[src/rtl/pdp8_xfer_pkg.sv]
// Shared types and constants for the register transfer sequencer.
package pdp8_xfer_pkg;

    typedef enum logic [2:0] {
        IDLE    = 3'd0,
        DRIVE   = 3'd1,
        CAPTURE = 3'd2,
        STROBE  = 3'd3,
        DONE    = 3'd4
    } xfer_state_e;

    // Bus select encoding
    localparam logic BUS1 = 1'b0;
    localparam logic BUS2 = 1'b1;

    // Requester identifiers
    localparam logic REQ_CPU   = 1'b0;
    localparam logic REQ_PANEL = 1'b1;

    // One-hot requester vector from a requester id
    function automatic logic [1:0] req_onehot(input logic id);
        return (id == REQ_PANEL) ? 2'b10 : 2'b01;
    endfunction

endpackage

[src/rtl/reg_xfer_seq_rr_arb2.sv]
// Two-way round-robin arbiter: a tie goes to the requester not served last.
module rr_arb2
    import pdp8_xfer_pkg::*;
(
    input  logic       clk,
    input  logic       rst_n,
    input  logic [1:0] req,
    input  logic       advance,
    output logic [1:0] grant_c
);

    logic prio_q;
    logic winner_c;

    // Pick the winner: the preferred requester on a tie, otherwise whoever asks
    always_comb begin
        winner_c = REQ_CPU;
        if (req == 2'b11) begin
            winner_c = prio_q;
        end else if (req[REQ_PANEL]) begin
            winner_c = REQ_PANEL;
        end
    end

    assign grant_c = (req == 2'b00) ? 2'b00 : req_onehot(winner_c);

    // Preference flips away from each served (or rejected) winner
    always_ff @(posedge clk) begin
        if (!rst_n) begin
            prio_q <= REQ_CPU;
        end else if (advance) begin
            prio_q <= ~winner_c;
        end
    end

endmodule

[src/rtl/reg_xfer_seq.sv]
// Sequences one register-to-register transfer at a time through the latch
// registers, shared between the major-state control and the front panel.
module reg_xfer_seq
    import pdp8_xfer_pkg::*;
#(
    parameter int unsigned NREG   = 8,
    parameter int unsigned SETTLE = 1,
    parameter int unsigned IW     = $clog2(NREG)
) (
    input  logic            SYSCLK,
    input  logic            RESET_N,
    input  logic [1:0]      req,
    input  logic [IW-1:0]   src0,
    input  logic [IW-1:0]   src1,
    input  logic [IW-1:0]   dst0,
    input  logic [IW-1:0]   dst1,
    input  logic            bus0,
    input  logic            bus1,
    output logic [1:0]      gnt,
    output logic [1:0]      done,
    output logic [1:0]      err,
    output logic            busy,
    output logic [NREG-1:0] oe1,
    output logic [NREG-1:0] oe2,
    output logic [NREG-1:0] hold,
    output logic [NREG-1:0] latch
);

    localparam int unsigned   CW          = (SETTLE > 1) ? $clog2(SETTLE) : 1;
    localparam logic [CW-1:0] SETTLE_LAST = CW'(SETTLE - 1);
    localparam logic [NREG-1:0] ONE       = {{(NREG-1){1'b0}}, 1'b1};

    xfer_state_e     state_q, state_d;
    logic [CW-1:0]   cnt_q;
    logic [IW-1:0]   src_q, dst_q;
    logic            bus_q;
    logic [1:0]      win_q;

    logic [1:0]      grant_c;
    logic            win_id_c;
    logic [IW-1:0]   sel_src_c, sel_dst_c;
    logic            sel_bus_c;
    logic            sel_ok_c, arb_c, accept_c, reject_c;
    logic [NREG-1:0] src_oh_c, dst_oh_c;

    logic [1:0]      gnt_d, done_d, err_d;
    logic            busy_d;
    logic [NREG-1:0] oe1_d, oe2_d, hold_d, latch_d;

    rr_arb2 u_arb (
        .clk     (SYSCLK),
        .rst_n   (RESET_N),
        .req     (req),
        .advance (arb_c),
        .grant_c (grant_c)
    );

    // Fields of the arbitration winner and their range check
    assign win_id_c  = grant_c[REQ_PANEL];
    assign sel_src_c = win_id_c ? src1 : src0;
    assign sel_dst_c = win_id_c ? dst1 : dst0;
    assign sel_bus_c = win_id_c ? bus1 : bus0;
    assign sel_ok_c  = (32'(sel_src_c) < NREG) && (32'(sel_dst_c) < NREG);
    assign arb_c     = (state_q == IDLE) && (req != 2'b00);
    assign accept_c  = arb_c && sel_ok_c;
    assign reject_c  = arb_c && !sel_ok_c;

    assign src_oh_c  = ONE << src_q;
    assign dst_oh_c  = ONE << dst_q;

    // State register, settle counter and captured transfer fields
    always_ff @(posedge SYSCLK) begin
        if (!RESET_N) begin
            state_q <= IDLE;
            cnt_q   <= '0;
            src_q   <= '0;
            dst_q   <= '0;
            bus_q   <= BUS1;
            win_q   <= 2'b00;
        end else begin
            state_q <= state_d;
            if ((state_q == DRIVE) && (state_d == DRIVE)) begin
                cnt_q <= cnt_q + CW'(1);
            end else begin
                cnt_q <= '0;
            end
            if (accept_c) begin
                src_q <= sel_src_c;
                dst_q <= sel_dst_c;
                bus_q <= sel_bus_c;
                win_q <= grant_c;
            end
        end
    end

    // Next-state logic
    always_comb begin
        state_d = state_q;
        case (state_q)
            IDLE:    if (accept_c) state_d = DRIVE;
            DRIVE:   if (cnt_q == SETTLE_LAST) state_d = CAPTURE;
            CAPTURE: state_d = STROBE;
            STROBE:  state_d = DONE;
            DONE:    state_d = IDLE;
            default: state_d = IDLE;
        endcase
    end

    // Output values for the next cycle, decoded from the current phase
    always_comb begin
        gnt_d   = 2'b00;
        err_d   = 2'b00;
        done_d  = 2'b00;
        busy_d  = accept_c || (state_q != IDLE);
        oe1_d   = '0;
        oe2_d   = '0;
        hold_d  = '1;
        latch_d = '0;
        if (accept_c) gnt_d = grant_c;
        if (reject_c) err_d = grant_c;
        if (state_q inside {DRIVE, CAPTURE, STROBE}) begin
            if (bus_q == BUS2) begin
                oe2_d = src_oh_c;
            end else begin
                oe1_d = src_oh_c;
            end
        end
        if (state_q inside {CAPTURE, STROBE}) hold_d = ~dst_oh_c;
        if (state_q == STROBE) latch_d = dst_oh_c;
        if (state_q == DONE) done_d = win_q;
    end

    // Output registers; reset releases the bus and freezes every holdreg
    always_ff @(posedge SYSCLK) begin
        if (!RESET_N) begin
            gnt   <= 2'b00;
            err   <= 2'b00;
            done  <= 2'b00;
            busy  <= 1'b0;
            oe1   <= '0;
            oe2   <= '0;
            hold  <= '1;
            latch <= '0;
        end else begin
            gnt   <= gnt_d;
            err   <= err_d;
            done  <= done_d;
            busy  <= busy_d;
            oe1   <= oe1_d;
            oe2   <= oe2_d;
            hold  <= hold_d;
            latch <= latch_d;
        end
    end

endmodule

[config.mk]
export PLATFORM = sky130hd
export DESIGN_NAME = reg_xfer_seq
export DESIGN_NICKNAME = d
export VERILOG_FILES = /design/src/rtl/pdp8_xfer_pkg.sv /design/src/rtl/reg_xfer_seq_rr_arb2.sv /design/src/rtl/reg_xfer_seq.sv
export SDC_FILE = /design/constraint.sdc
export NUM_CORES = 1
export LEC_CHECK = 0
export CAP_MARGIN = 20
export CORE_MARGIN = 5
export CORE_UTILIZATION = 47
export CTS_CLUSTER_SIZE = 40
export DETAILED_ROUTE_END_ITERATION = 6
export PLACE_DENSITY = 0.9
export SETUP_SLACK_MARGIN = 0.4
export SKIP_LAST_GASP = 1
export SYNTH_ARGS = -nofsm -noshare
export SYNTH_HDL_FRONTEND = slang
export SYNTH_SLANG_ARGS = --single-unit
[constraint.sdc]
create_clock -name SYSCLK -period 3.4 [get_ports SYSCLK]
set_clock_uncertainty 0.05 [all_clocks]
set_input_delay 0.34 -clock SYSCLK [delete_from_list [all_inputs] [get_ports SYSCLK]]
set_output_delay 0.34 -clock SYSCLK [all_outputs]
set_load 0.05 [all_outputs]
### Word-level counts from Yosys, hierarchy flattened

Cells that the tools add are included.

* bits in writable memories: 0
* latch bits: 0
* input port bits: 18
* output and inout bits: 39
* memories kept: 0
* flip-flop bits (word level): 51
* bits in read-only memories: 0
* logic and storage cells: 53

* $mul: 0
* eq/ne operators: 6
* bitwise logic cells: 4
* mux-type cells: 10
* divide/modulo/power cells: 0
* $lt $le $gt $ge: 0
* shift operators: 2
* add/sub/neg operators: 1
* reductions and logical operators: 16

Operators with widths (number)
* $shl 1x3->8 const A: 2
* $mux 3: 4
* $pmux 3 s4: 1
* $reduce_and 2->1: 5
* $not 8->8: 1
* $eq 3x1->1 const B: 2
* $eq 3x2->1 const B: 2
* $reduce_bool 3->1: 2
* $mux 2: 2
* $reduce_bool 2->1: 2
* $eq 3x3->1 const B: 1
* $logic_not 3->1: 1
* $mux 1: 3
* $not 1->1: 3
* $reduce_and 3->1: 1
* $reduce_or 3->1: 1
* $eq 2x2->1 const B: 1
* $logic_and 1x1->1: 2
* $logic_not 2->1: 1
* $add 1x1->1 const B: 1
* $logic_or 1x1->1: 1

### Logic depth before layout (Yosys ltp)

Gate-level depths: netlist of run 1.

* word-level depth: 7
* gate-level depth with buffers: 5
* depth with buffers taken out: 3

### By module

From an unflattened synthesis of run 1, not the netlist that was laid out.

* cells, all modules: 158
* area total of the unflattened synthesis: 1719.1 µm²

By module, submodules not included
* reg_xfer_seq: cells each 152, instances 1, seq. area each 1001.0 µm², area each 1666.6 µm²
* rr_arb2: cells each 6, instances 1, seq. area each 20.0 µm², area each 52.6 µm²

### Worst setup path after synthesis of run 1

No wires, ideal clock.

* path type: reg-to-reg
* start: reg state_q[0]
* end: reg bus_q
* required time: 3.228 ns
* library setup time: 0.122 ns
* path buffers: 2
* arrival time: 1.364 ns
* period minus slack after synthesis: 1.536 ns
* setup slack: 1.864 ns
* cell stages (with the launch flop): 6
* cell sequence: dfxtp_1 > buf_6 > or2_1 > buf_6 > o31a_1 > a221o_1

* word-level cells in the longest chain between the ends: 2

RTL lines
* from (decl): RTL line reg_xfer_seq.sv:33 `xfer_state_e state_q, state_d;`
* from (signal assigned): RTL line reg_xfer_seq.sv:81 `state_q <= state_d;`
* $logic_not 3->1: RTL line reg_xfer_seq.sv:64 `assign arb_c = (state_q == IDLE) && (req != 2'b00);`
* $logic_and 1x1->1: RTL line reg_xfer_seq.sv:64
* to (signal assigned): RTL line reg_xfer_seq.sv:90 `bus_q <= sel_bus_c;`
* to (decl): RTL line reg_xfer_seq.sv:36 `logic bus_q;`

Every way passes these cells.
A chain may end at the register's enable or synchronous reset.

### Worst setup path after layout of run 1

* start: reg done[1]
* end: out done[1]

RTL lines
* from (decl): RTL line reg_xfer_seq.sv:20 `output logic [1:0] done,`
* from (signal assigned): RTL line reg_xfer_seq.sv:147 `done <= done_d;`

No word-level cell between the ends.

==> results of run 1 <==
[area by class of cell]
class | instances | area, um2 | share of cell area [%]
Clock buffer | 5 | 37.5 | 1.64
Clock inverter | 3 | 43.8 | 1.91
Inverter | 2 | 7.51 | 0.328
Multi-Input combinational cell | 101 | 584 | 25.5
Sequential cell | 51 | 1020 | 44.5
Tap cell | 46 | 57.6 | 2.51
Timing Repair Buffer | 54 | 541 | 23.6
[power by group]
group	total, W	switching, W	internal (W)
Clock	0.000343	0.000188	0.000155
Sequential	0.000647	0.0000269	0.000620
Combinational	0.000132	0.0000745	0.0000572
[per-layer routing]
metal,track usage [%],vias up,share of wire (%)
met4,8.30,0,2.0
met3,4.06,6,9.0
met1,16.6,599,42
met2,25.3,66,47
met5,0,-,0
li1,-,660,-
[cell families after synthesis]
kind of cell	share of synthesized area (%)
and+or+nand+nor	26.6
DFF	60.7
buffers and inverters	4.99
AOI/OAI and AO/OA	6.92
muxes	0.595
other	0.223
[final timing paths]
path	end	slack (ns)
worst min-delay path	done[0]	0.41
worst max-delay path	done[1]	1.48
worst min register to register	done[0]	0.41
worst max register to register	src_q[0]	1.61
[state kept, by name, indices dropped and copies added, names as in the netlist]
register and cells:
bus_q 1, busy 1, cnt_q 1, done 2, dst_q 3, gnt 2
hold 8, latch 8, oe1 8, oe2 8, src_q 3, state_q 3
u_arb.prio_q 1, win_q 2
[cells in the final DEF, fill, tap and decap left out, types with 3 or more instances in the layout]
cell type / instances
sky130_fd_sc_hd__a221o_1: 7
sky130_fd_sc_hd__and2_1: 3
sky130_fd_sc_hd__clkbuf_4: 5
sky130_fd_sc_hd__clkdlybuf4s50_1: 54
sky130_fd_sc_hd__conb_1: 3
sky130_fd_sc_hd__dfxtp_1: 51
sky130_fd_sc_hd__nand2_1: 12
sky130_fd_sc_hd__nand2b_1: 4
sky130_fd_sc_hd__nand3_1: 3
sky130_fd_sc_hd__nand3b_1: 4
sky130_fd_sc_hd__nor2_1: 21
sky130_fd_sc_hd__nor2b_1: 5
sky130_fd_sc_hd__nor3_1: 15
sky130_fd_sc_hd__or2_2: 3
[through the flow]
| step | utilization, % | setup slack (ns) | std cells |
|---|---|---|---|
| 6_report | 67.6 | 1.48 | 262 |
| 5_1_grt | 67.6 | 1.42 | 262 |
| 4_1_cts | 67.6 | 1.48 | 262 |
| 3_5_place_dp | 65.2 | 1.19 | 254 |
| 3_3_place_gp | 65.2 | 1.29 | 254 |
| 2_1_floorplan | - | 1.86 | 167 |
==> impl_results.md, run 1 <==
* Number of antenna violations at the first check in global routing at 0
* Post-CTS Hold Buffers at 0
* DR pass1 iterations at 4
* Detailed-route vias per instance at 5.08
* Hold path startpoint: win_q[0]
* PnR Total Power at roughly 0.0011 W
* Combined buffer and inverter count along the critical path at 1
* Sinks on Clock Net at just over 50
* Global route overflow at 0
* Maximum root-to-sink buffer count at 2
* CP cell instances: clkdlybuf4s50_1
* Number of distinct library cell variants in the gate-level netlist after synthesis at 35
* Static leakage at between 0.8 and 0.9 nW
* Path category of the worst min-delay check: flop to flop
* CP endpoint kind: output port
* Average detailed-routed wire length per instance at between 10 and 15 um
* Worst IR Drop VDD at ~0.41 mV
* Clk Tree Root Cell: sky130_fd_sc_hd__clkbuf_4
* FP Rows at 21
* I/O pin count at 57
* Die height at approximately 70 um
* Pwr per Cell Area at 489 nW/um2
* Net count reported at finish at 233
* Residual DRC count at 0
* Via count at 1331
* Final period demand of the worst path at about 1.9 ns
* Cell taking the most area after synthesis: sky130_fd_sc_hd__dfxtp_1
* Post-route antenna net violation count at 0
* Sort of element at the start of the critical path: flop
* Area added between synthesis and finish at 36.3%
* Count of mapped cells out of synthesis at ~170
* FF-to-FF Start: state_q[2]
* Leading cell type by number of instances after synthesis: sky130_fd_sc_hd__dfxtp_1
* Share of layout cells above drive strength 1 at 5.09%
* Clock tree from TritonCTS: yes
* Area after detailed placement at ~2200 um2
* Placeable core area at 3390 um2
* DP HPWL at roughly 2600 um
* Synth top area cells: sky130_fd_sc_hd__dfxtp_1, sky130_fd_sc_hd__nor2_1, sky130_fd_sc_hd__nor3_1
* Slowest stage delay, CP at approximately 0.8 ns
* Cell Area, Synth at approximately 1700 um2
* Delay-heaviest family, CP: buffers and inverters
* Area of all placed cells without fillers at roughly 2300 um2
* Required time of the critical path at approximately 3.0 ns
* Critical Path Fanout Max at 1
* Final setup fails at 0
* Fraction of the cycle the final worst path needs at 56.3%
* Final Hold Vio Count at 0
* Cell type of the slowest stage on the worst timing path: sky130_fd_sc_hd__clkdlybuf4s50_1
* Overall die width at approximately 70 um
* Worst Reg2Reg Path Length in Cells at 3
* Unrepaired setup endpoints after global routing: no
* Final Slew Violations at 0
* Clk slew on worst S/H paths at approximately 0.14 ns
* Share of flip-flops with an asynchronous set or reset after synthesis at 0%
* Sum of routed wire length over all layers at between 3000 and 4000 um
* Initial core utilization at approximately 50%
* Post-synth EDFFs at 0
* Type of the worst setup path: flop to output port
* Setup_tns at 0 ns
* Routability congestion estimate at 0.827
* Number of global-route vias before repair at ~1200
* Area of the die at ~5000 um2
* Beginning of the critical path: done[1]
* First-pass GRT wire length at between 5000 and 6000 um
* Arrival time of data at the critical path endpoint at 1.53 ns
* Most used flip-flop cell after synthesis: sky130_fd_sc_hd__dfxtp_1
* Ant diodes at 0
* Post-synthesis sequential area ratio at about three fifths
* Highest achievable clock rate at ~520 MHz
* Post-CTS repair timing setup buffer count at 0
* Layout fillers at 265
* Total stage count of the critical path at 1
* Max-slew headroom at a little under three fifths
* Final-layout worst hold slack at roughly 0.41 ns
* Number of gates given a new drive strength after cts at 0
* Tightest Pin Transition at approximately 0.66 ns
* Yosys reg bits at 51
* Post-synthesis area per instance at 10.2 um2
* Hold path depth at 2
* TritonCTS Buffers at 5
* Htree depth at 2
* Largest net degree at the start of global routing at 19
* Number of maximum-capacitance violations at 0
* Share of the synthesized area in the top cell type at roughly 60%
* Drt initial violations at 70
* Status: finished, final reports clean
* Yosys synthesis warning count at 0
* Aggregate global-route resource usage at approximately 15%
* Most used standard cells in the synthesized netlist: sky130_fd_sc_hd__dfxtp_1, sky130_fd_sc_hd__nor2_1, sky130_fd_sc_hd__nor3_1
* IO buf count at 54
* Insertion delay of the later-clocked pin in the worst-skew pair at 0.37 ns
Power figures use the tool's default switching activity.
==> inputs of run 2 (changes only) <==
--- a/config.mk
+++ b/config.mk
@@ -7,10 +7,10 @@
 export LEC_CHECK = 0
 export CAP_MARGIN = 20
 export CORE_MARGIN = 5
-export CORE_UTILIZATION = 47
+export CORE_UTILIZATION = 40
 export CTS_CLUSTER_SIZE = 40
 export DETAILED_ROUTE_END_ITERATION = 6
-export PLACE_DENSITY = 0.9
+export PLACE_DENSITY = 0.83
 export SETUP_SLACK_MARGIN = 0.4
 export SKIP_LAST_GASP = 1
 export SYNTH_ARGS = -nofsm -noshare
==> constraint.sdc (replaced) <==
create_clock -name SYSCLK -period 1.5 [get_ports SYSCLK]
set_clock_uncertainty 0.05 [all_clocks]
set_input_delay 0.15 -clock SYSCLK [delete_from_list [all_inputs] [get_ports SYSCLK]]
set_output_delay 0.15 -clock SYSCLK [all_outputs]
set_load 0.05 [all_outputs]
==> run 2 against run 1 <==
Routed wire length is 23% higher. Sequential cell count stayed put. Power increased by 140%. Worst hold slack worse by 0.015 ns. Sequential share of layout area fell by 5.5 points. Critical endpoint is now src_q[1].
==> impl_results.md, run 2 (same netlist as run 1, synthesis figures left out) <==
* Routability congestion estimate at 0.746 (was 0.827)
* Sort of element at the start of the critical path: flop (unchanged)
* Fin util at 65.0% (was 67.6%)
* Met3 WL at 308 um (was 312 um)
* Global route overflow at 0 (unchanged)
* Largest net degree at the start of global routing at 16 (was 19)
* Clk slew on worst S/H paths at 0.09 ns (was 0.14 ns)
* Insertion delay of the later-clocked pin in the worst-skew pair at 0.30 ns (was 0.37 ns)
* Share of layout cells above drive strength 1 at 42.6% (was 5.09%)
* Number of maximum-capacitance violations at 0 (unchanged)
* Pwr per Cell Area at 1040 nW/um2 (was 489 nW/um2)
* Highest achievable clock rate at between 600 and 700 MHz
* Placeable core area at 4030 um2 (was 3390 um2)
* Via count at 1423 (was 1331)
* Worst Setup Slack post-DPL at -0.243 ns (was 1.19 ns)
* Residual DRC count at 0 (unchanged)
* Static leakage at 1.08 nW (was 0.831 nW)
* Status: finished, final reports clean (unchanged)
* Type of the worst setup path: flop to flop (was flop to output port)
* R2R setup slack at 0.06 ns (was 1.61 ns)
* Worst IR Drop VDD at 0.556 mV (was 0.412 mV)
* I/O pin count at 57 (unchanged)
* Ant diodes at 0 (unchanged)
* Die height at 74.8 um (was 69.8 um)
* Post-CTS Hold Buffers at 0 (unchanged)
* Initial core utilization at 41.7% (was 49.6%)
* Worst Setup Slack, final at 0.0645 ns (was 1.48 ns)
* Area of the die at 5600 um2 (was 4870 um2)
* Final period demand of the worst path at about 1.4 ns
* Clk Tree Root Cell: sky130_fd_sc_hd__clkbuf_8 (was sky130_fd_sc_hd__clkbuf_4)
* Number of antenna violations at the first check in global routing at 0 (unchanged)
* Required time of the critical path at 1.65 ns (was 3.01 ns)
* CP endpoint kind: flop (was output port)
* Aggregate global-route resource usage at 15.5% (was 14.9%)
* M1 wire length at 1750 um (was 1440 um)
* Post-route antenna net violation count at 0 (unchanged)
* Unrepaired setup endpoints after global routing: yes (was no)
* Hold path startpoint: src0[0] (was win_q[0])
* Area added between synthesis and finish at 55.7% (was 36.3%)
* Area of all placed cells without fillers at 2620 um2 (was 2290 um2)
* DR pass1 iterations at 4 (unchanged)
* Sinks on Clock Net at 51 (unchanged)
* TritonCTS Buffers at 5 (unchanged)
* Htree depth at 2 (unchanged)
* FP Rows at 23 (was 21)
* Endpoint of the worst hold path: src_q[0] (was done[0])
* DP HPWL at 2820 um (was 2610 um)
* First-pass GRT wire length at 6550 um (was 5770 um)
* Number of global-route vias before repair at 1376 (was 1239)
* Net count reported at finish at 261 (was 233)
* Worst Reg2Reg Path Length in Cells at 3 (unchanged)
* Top library cells by usage in the layout, fill and taps aside: sky130_fd_sc_hd__buf_4, sky130_fd_sc_hd__dfxtp_1, sky130_fd_sc_hd__nor2_1, sky130_fd_sc_hd__clkdlybuf4s50_1, sky130_fd_sc_hd__nand2_1 (was sky130_fd_sc_hd__clkdlybuf4s50_1, sky130_fd_sc_hd__dfxtp_1, sky130_fd_sc_hd__nor2_1)
* Final setup fails at 0 (unchanged)
* Capture instance of the worst register-to-register path: src_q[1] (was src_q[0])
* Overall die width at 74.8 um (was 69.8 um)
* Final-layout worst hold slack at 0.400 ns (was 0.415 ns)
* Final Slew Violations at 0 (unchanged)
* Uppermost routed layer: met4 (unchanged)
* Sum of routed wire length over all layers at 4280 um (was 3470 um)
* Clock tree from TritonCTS: yes (unchanged)
* Maximum root-to-sink buffer count at 2 (unchanged)
* PnR Total Power at 0.00272 W (was 0.00112 W)
* Total length of routed met2 wires at 2140 um (was 1640 um)
* Drt initial violations at 55 (was 70)
* Detailed-route vias per instance at 4.84 (was 5.08)
* Arrival time of data at the critical path endpoint at 1.58 ns (was 1.53 ns)
* Path category of the worst min-delay check: input pin to flop (was flop to flop)
* Final Hold Vio Count at 0 (unchanged)
* FF-to-FF Start: state_q[1] (was state_q[2])
* Commonest non-fill, non-tap cell in the layout: sky130_fd_sc_hd__buf_4 (was sky130_fd_sc_hd__clkdlybuf4s50_1)
* IO buf count at 54 (unchanged)
* Hold path depth at 2 (unchanged)
* Average detailed-routed wire length per instance at 14.6 um (was 13.2 um)
* Critical Path Fanout Max at 7 (was 1)
* Fraction of the cycle the final worst path needs at 95.7%
* Area after detailed placement at 2290 um2 (was 2210 um2)
## run 2: cell count changes in the layout (fill, tap and decap cells not counted), sizes merged
cell	before	now
bufinv	1	0
clkinv	2	1
clkbuf	5	7
clkdlybuf4s50	54	16
buf	0	65
dlygate4sd2	0	1
## run 2: final cells by class
class                      count  area, um2
clock inverter                 1       8.76
timing repair buffer          82        698
fill                         321       1410
inverter                       2       7.51
clock buffer                   7       86.3
multi-input combinational    101        732
tap                           50       62.6
sequential                    51       1020
## run 2: per-stage QoR
stage	std cells	TNS (ns)
finish	294	0
global route	294	0
CTS	291	0
detailed placement	278	-2.96
global placement	278	-2.35
floorplan	167	0
## run 2: report_power, final
group / internal, W / switching [W] / leakage [nW] / total [W]
logic: 0.000214 / 0.000226 / 0.617 / 0.000440
clock network: 0.000378 / 0.000434 / 0.0484 / 0.000813
registers: 0.00140 / 0.0000637 / 0.416 / 0.00147
total: 0.00200 / 0.000724 / 1.08 / 0.00272
## run 2: critical path, stage by stage (launching register included)
cell and delay, ns:
sky130_fd_sc_hd__dfxtp_2 0.35, sky130_fd_sc_hd__or2_1 0.26, sky130_fd_sc_hd__o31a_1 0.36, sky130_fd_sc_hd__a221o_1 0.32
## run 2: timing repair
item,4_1_cts,5_1_grt
gates resized for setup,25,17
setup endpoints to repair,44,49
setup buffers,4,3
pin swaps,18,8
endpoints found under the hold margin,0,0
cloned,1,0
## run 2: worst max path at each step
stage,slack [ns],from,end,cells past startpoint
6_report,0.06,state_q[1],src_q[1],3
3_3_place_gp,-0.19,req[1],src_q[0],5
3_5_place_dp,-0.24,req[1],dst_q[2],5
4_1_cts,0.12,state_q[1],dst_q[2],3
5_1_grt,0.01,state_q[2],u_arb.prio_q,4
2_1_floorplan,0.0004,state_q[0],bus_q,5
## run 2: layer usage
metal | up-vias | track usage (%)
met5 | - | 0
met4 | 0 | 7.91
met3 | 5 | 4.01
met2 | 46 | 24.3
met1 | 657 | 19.8
li1 | 715 | -
==> inputs of run 3 (changes only) <==
--- a/config.mk
+++ b/config.mk
@@ -10,6 +10,7 @@
 export CORE_UTILIZATION = 40
 export CTS_CLUSTER_SIZE = 40
 export DETAILED_ROUTE_END_ITERATION = 6
+export GPL_TIMING_DRIVEN = 0
 export PLACE_DENSITY = 0.83
 export SETUP_SLACK_MARGIN = 0.4
 export SKIP_LAST_GASP = 1
==> run 3 against run 2 <==
The run now ends with negative setup slack left. Power rose by 2.9%. Core utilization decreased by 0.12 points. Sequential share of layout area increased by 0.31 points. Non-clock buffer count stayed put. First-iteration DRC count up 5.5%. Sequential cell count is the same. Worst hold slack got worse by 0.089 ns. Fmax fell by 11%. Clock power increased by 6.0%. Sequential power about the same. Highest routed layer unchanged.
==> impl_results.md, run 3 (same netlist as run 1, synthesis figures left out) <==
* Final setup fails at 9 (was 0)
* IO buf count at 53 (was 54)
* CP cell instances: buf_6 > or2_4 > buf_6 > o31a_1 > a221o_1 (was or2_1 > o31a_1 > a221o_1)
* Critical Path Fanout Max at 7 (unchanged)
* Insertion delay of the later-clocked pin in the worst-skew pair at 0.30 ns (about the same)
* Drt initial violations at 58 (was 55)
* Unrepaired setup endpoints after global routing: yes (unchanged)
* Post-CTS Hold Buffers at 0 (unchanged)
* Capture instance of the worst register-to-register path: dst_q[0] (was src_q[1])
* Hold path depth at 3 (was 2)
* Status: finished with violations (was finished, final reports clean)
* Highest achievable clock rate at 620 MHz (was 697 MHz)
* Pwr per Cell Area at 1070 nW/um2 (was 1040 nW/um2)
* Worst Reg2Reg Path Length in Cells at 5 (was 3)
* Detailed-route vias per instance at 5.05 (was 4.84)
* Ant diodes at 0 (unchanged)
* Cell mode on critical path: sky130_fd_sc_hd__buf_6
* Post-Place Cells at 270 (was 278)
* Beginning of the critical path: state_q[0] (was state_q[1])
* Non-filler cells, final at 294 (unchanged)
* Sort of element at the start of the critical path: flop (unchanged)
* Hold path startpoint: RESET_N (was src0[0])
* Clk Tree Root Cell: sky130_fd_sc_hd__clkbuf_8 (unchanged)
* Htree depth at 2 (unchanged)
* First-pass GRT wire length at 6490 um (was 6550 um)
* Area added between synthesis and finish at 55.4% (was 55.7%)
* Path category of the worst min-delay check: input pin to flop (unchanged)
* TritonCTS Buffers at 5 (unchanged)
* FF-to-FF Start: state_q[0] (was state_q[1])
* Violated checks: negative setup slack
* Placeable core area at 4030 um2 (unchanged)
* Overall die width at 74.8 um (unchanged)
* Fin util at 64.9% (was 65.0%)
* Top library cells by usage in the layout, fill and taps aside: sky130_fd_sc_hd__dfxtp_1, sky130_fd_sc_hd__clkbuf_4, sky130_fd_sc_hd__clkdlybuf4s50_1 (was sky130_fd_sc_hd__buf_4, sky130_fd_sc_hd__dfxtp_1, sky130_fd_sc_hd__nor2_1, sky130_fd_sc_hd__clkdlybuf4s50_1, sky130_fd_sc_hd__nand2_1)
* Maximum root-to-sink buffer count at 2 (unchanged)
* CP endpoint kind: flop (unchanged)
* Cell type of the slowest stage on the worst timing path: sky130_fd_sc_hd__a221o_1 (was sky130_fd_sc_hd__o31a_1)
* Combined buffer and inverter count along the critical path at 2 (was 0)
* Static leakage at 1.09 nW (was 1.08 nW)
* Initial core utilization at 41.7% (unchanged)
* Fraction of the cycle the final worst path needs at 108% (was 95.7%)
* Sum of routed wire length over all layers at 4380 um (was 4280 um)
* Final Slew Violations at 0 (unchanged)
* Multi-input gate area in the final layout at 738 um2 (was 732 um2)
* Sinks on Clock Net at 51 (unchanged)
* Global route overflow at 0 (unchanged)
* Area of the die at 5600 um2 (unchanged)
* DP HPWL at 2640 um (was 2820 um)
* Number of maximum-capacitance violations at 0 (unchanged)
* I/O pin count at 57 (unchanged)
* FP Rows at 23 (unchanged)
* Via count at 1484 (was 1423)
* Largest net degree at the start of global routing at 16 (unchanged)
* Layout fillers at 321 (unchanged)
* Footprint of the flip-flops and latches at 1030 um2 (was 1020 um2)
* Routability congestion estimate at 0.858 (was 0.746)
* Final-layout worst hold slack at 0.311 ns (was 0.400 ns)
* Final Hold Vio Count at 0 (unchanged)
* Delay-heaviest family, CP: compound AO/OA/AOI/OAI gates (unchanged)
* Endpoint of the worst hold path: gnt[0] (was src_q[0])
* Required time of the critical path at 1.64 ns (was 1.65 ns)
* Commonest non-fill, non-tap cell in the layout: sky130_fd_sc_hd__dfxtp_1 (was sky130_fd_sc_hd__buf_4)
* DR pass1 iterations at 4 (unchanged)
* Die height at 74.8 um (unchanged)
* Worst IR Drop VDD at 0.607 mV (was 0.556 mV)
* Arrival time of data at the critical path endpoint at 1.75 ns (was 1.58 ns)
* Type of the worst setup path: flop to flop (unchanged)
* Post-route antenna net violation count at 0 (unchanged)
* Share of layout cells above drive strength 1 at 41.8% (was 42.6%)
* Slowest stage delay, CP at 0.35 ns (was 0.36 ns)
* Final period demand of the worst path at 1.61 ns (was 1.44 ns)
* Net count reported at finish at 261 (unchanged)
* Number of antenna violations at the first check in global routing at 0 (unchanged)
* Worst Setup Slack, final at -0.113 ns (was 0.0645 ns)
* Average detailed-routed wire length per instance at 14.9 um (was 14.6 um)
* Aggregate global-route resource usage at 15.3% (was 15.5%)
* Residual DRC count at 0 (unchanged)
* Clock tree from TritonCTS: yes (unchanged)
* R2R setup slack at -0.11 ns (was 0.06 ns)
* Number of global-route vias before repair at 1347 (was 1376)
* Clk slew on worst S/H paths at 0.09 ns (about the same)
-- run 3: changes by cell type in the layout (fill, tap and decap cells not counted), sizes merged --
cell	previous run	this run
clkinv	1	0
clkinvlp	0	1
buf	65	34
clkbuf	7	38
dlygate4sd2	1	0
dlymetal6s2s	0	1
-- run 3: final cells by class --
type,count,share of cell area (%)
buffer,13,3.64
clock buffer,7,3.69
clock inverter,1,0.287
inverter,2,0.287
multi-input combinational,101,28.2
sequential,51,39.4
tap,50,2.39
timing repair buffer,69,22.1
-- run 3: routing by layer --
metal	GRT usage, %	routed length, um	vias to the layer above
li1	-	-	721
met1	19.5	1770	690
met2	24.3	2140	59
met3	4.81	343	14
met4	5.93	130	0
met5	0	0	-
-- run 3: where the power goes --
part / internal, W / switching, W / total, W
sequential: 0.00140 / 0.0000334 / 0.00144
combinational: 0.000235 / 0.000268 / 0.000503
clock: 0.000420 / 0.000442 / 0.000862
total: 0.00206 / 0.000743 / 0.00280
-- run 3: through the flow --
step	total power, W	setup slack (ns)	setup TNS [ns]	cell area, um2
final	0.00280	-0.113	-0.758	2610
after global routing	0.00290	-0.154	-1.17	2610
after CTS	0.00272	-0.0962	-0.502	2380
after detailed placement	0.00183	-0.443	-4.21	2310
after global placement	0.00182	-0.419	-4.03	2310
after floorplan	0.00171	0.000437	0	1710
-- run 3: timing repair --
item                                    4_1_cts  5_1_grt
gates resized for setup                     201       54
endpoints found under the setup margin       72       71
buffers inserted                             11        4
cloned                                        0        1
pin swaps                                     9       14
-- run 3: how the worst max path moves through the flow --
stage | endpoint | cells past startpoint
2_1_floorplan | bus_q | 5
3_3_place_gp | src_q[2] | 5
3_5_place_dp | src_q[2] | 5
4_1_cts | dst_q[0] | 5
5_1_grt | src_q[2] | 5
6_report | dst_q[0] | 5
-- run 3: worst register-to-register path, cell delays in order (launching register included) --
cell	delay [ns]
sky130_fd_sc_hd__dfxtp_2	0.32
sky130_fd_sc_hd__buf_6	0.11
sky130_fd_sc_hd__or2_4	0.22
sky130_fd_sc_hd__buf_6	0.11
sky130_fd_sc_hd__o31a_1	0.34
sky130_fd_sc_hd__a221o_1	0.35
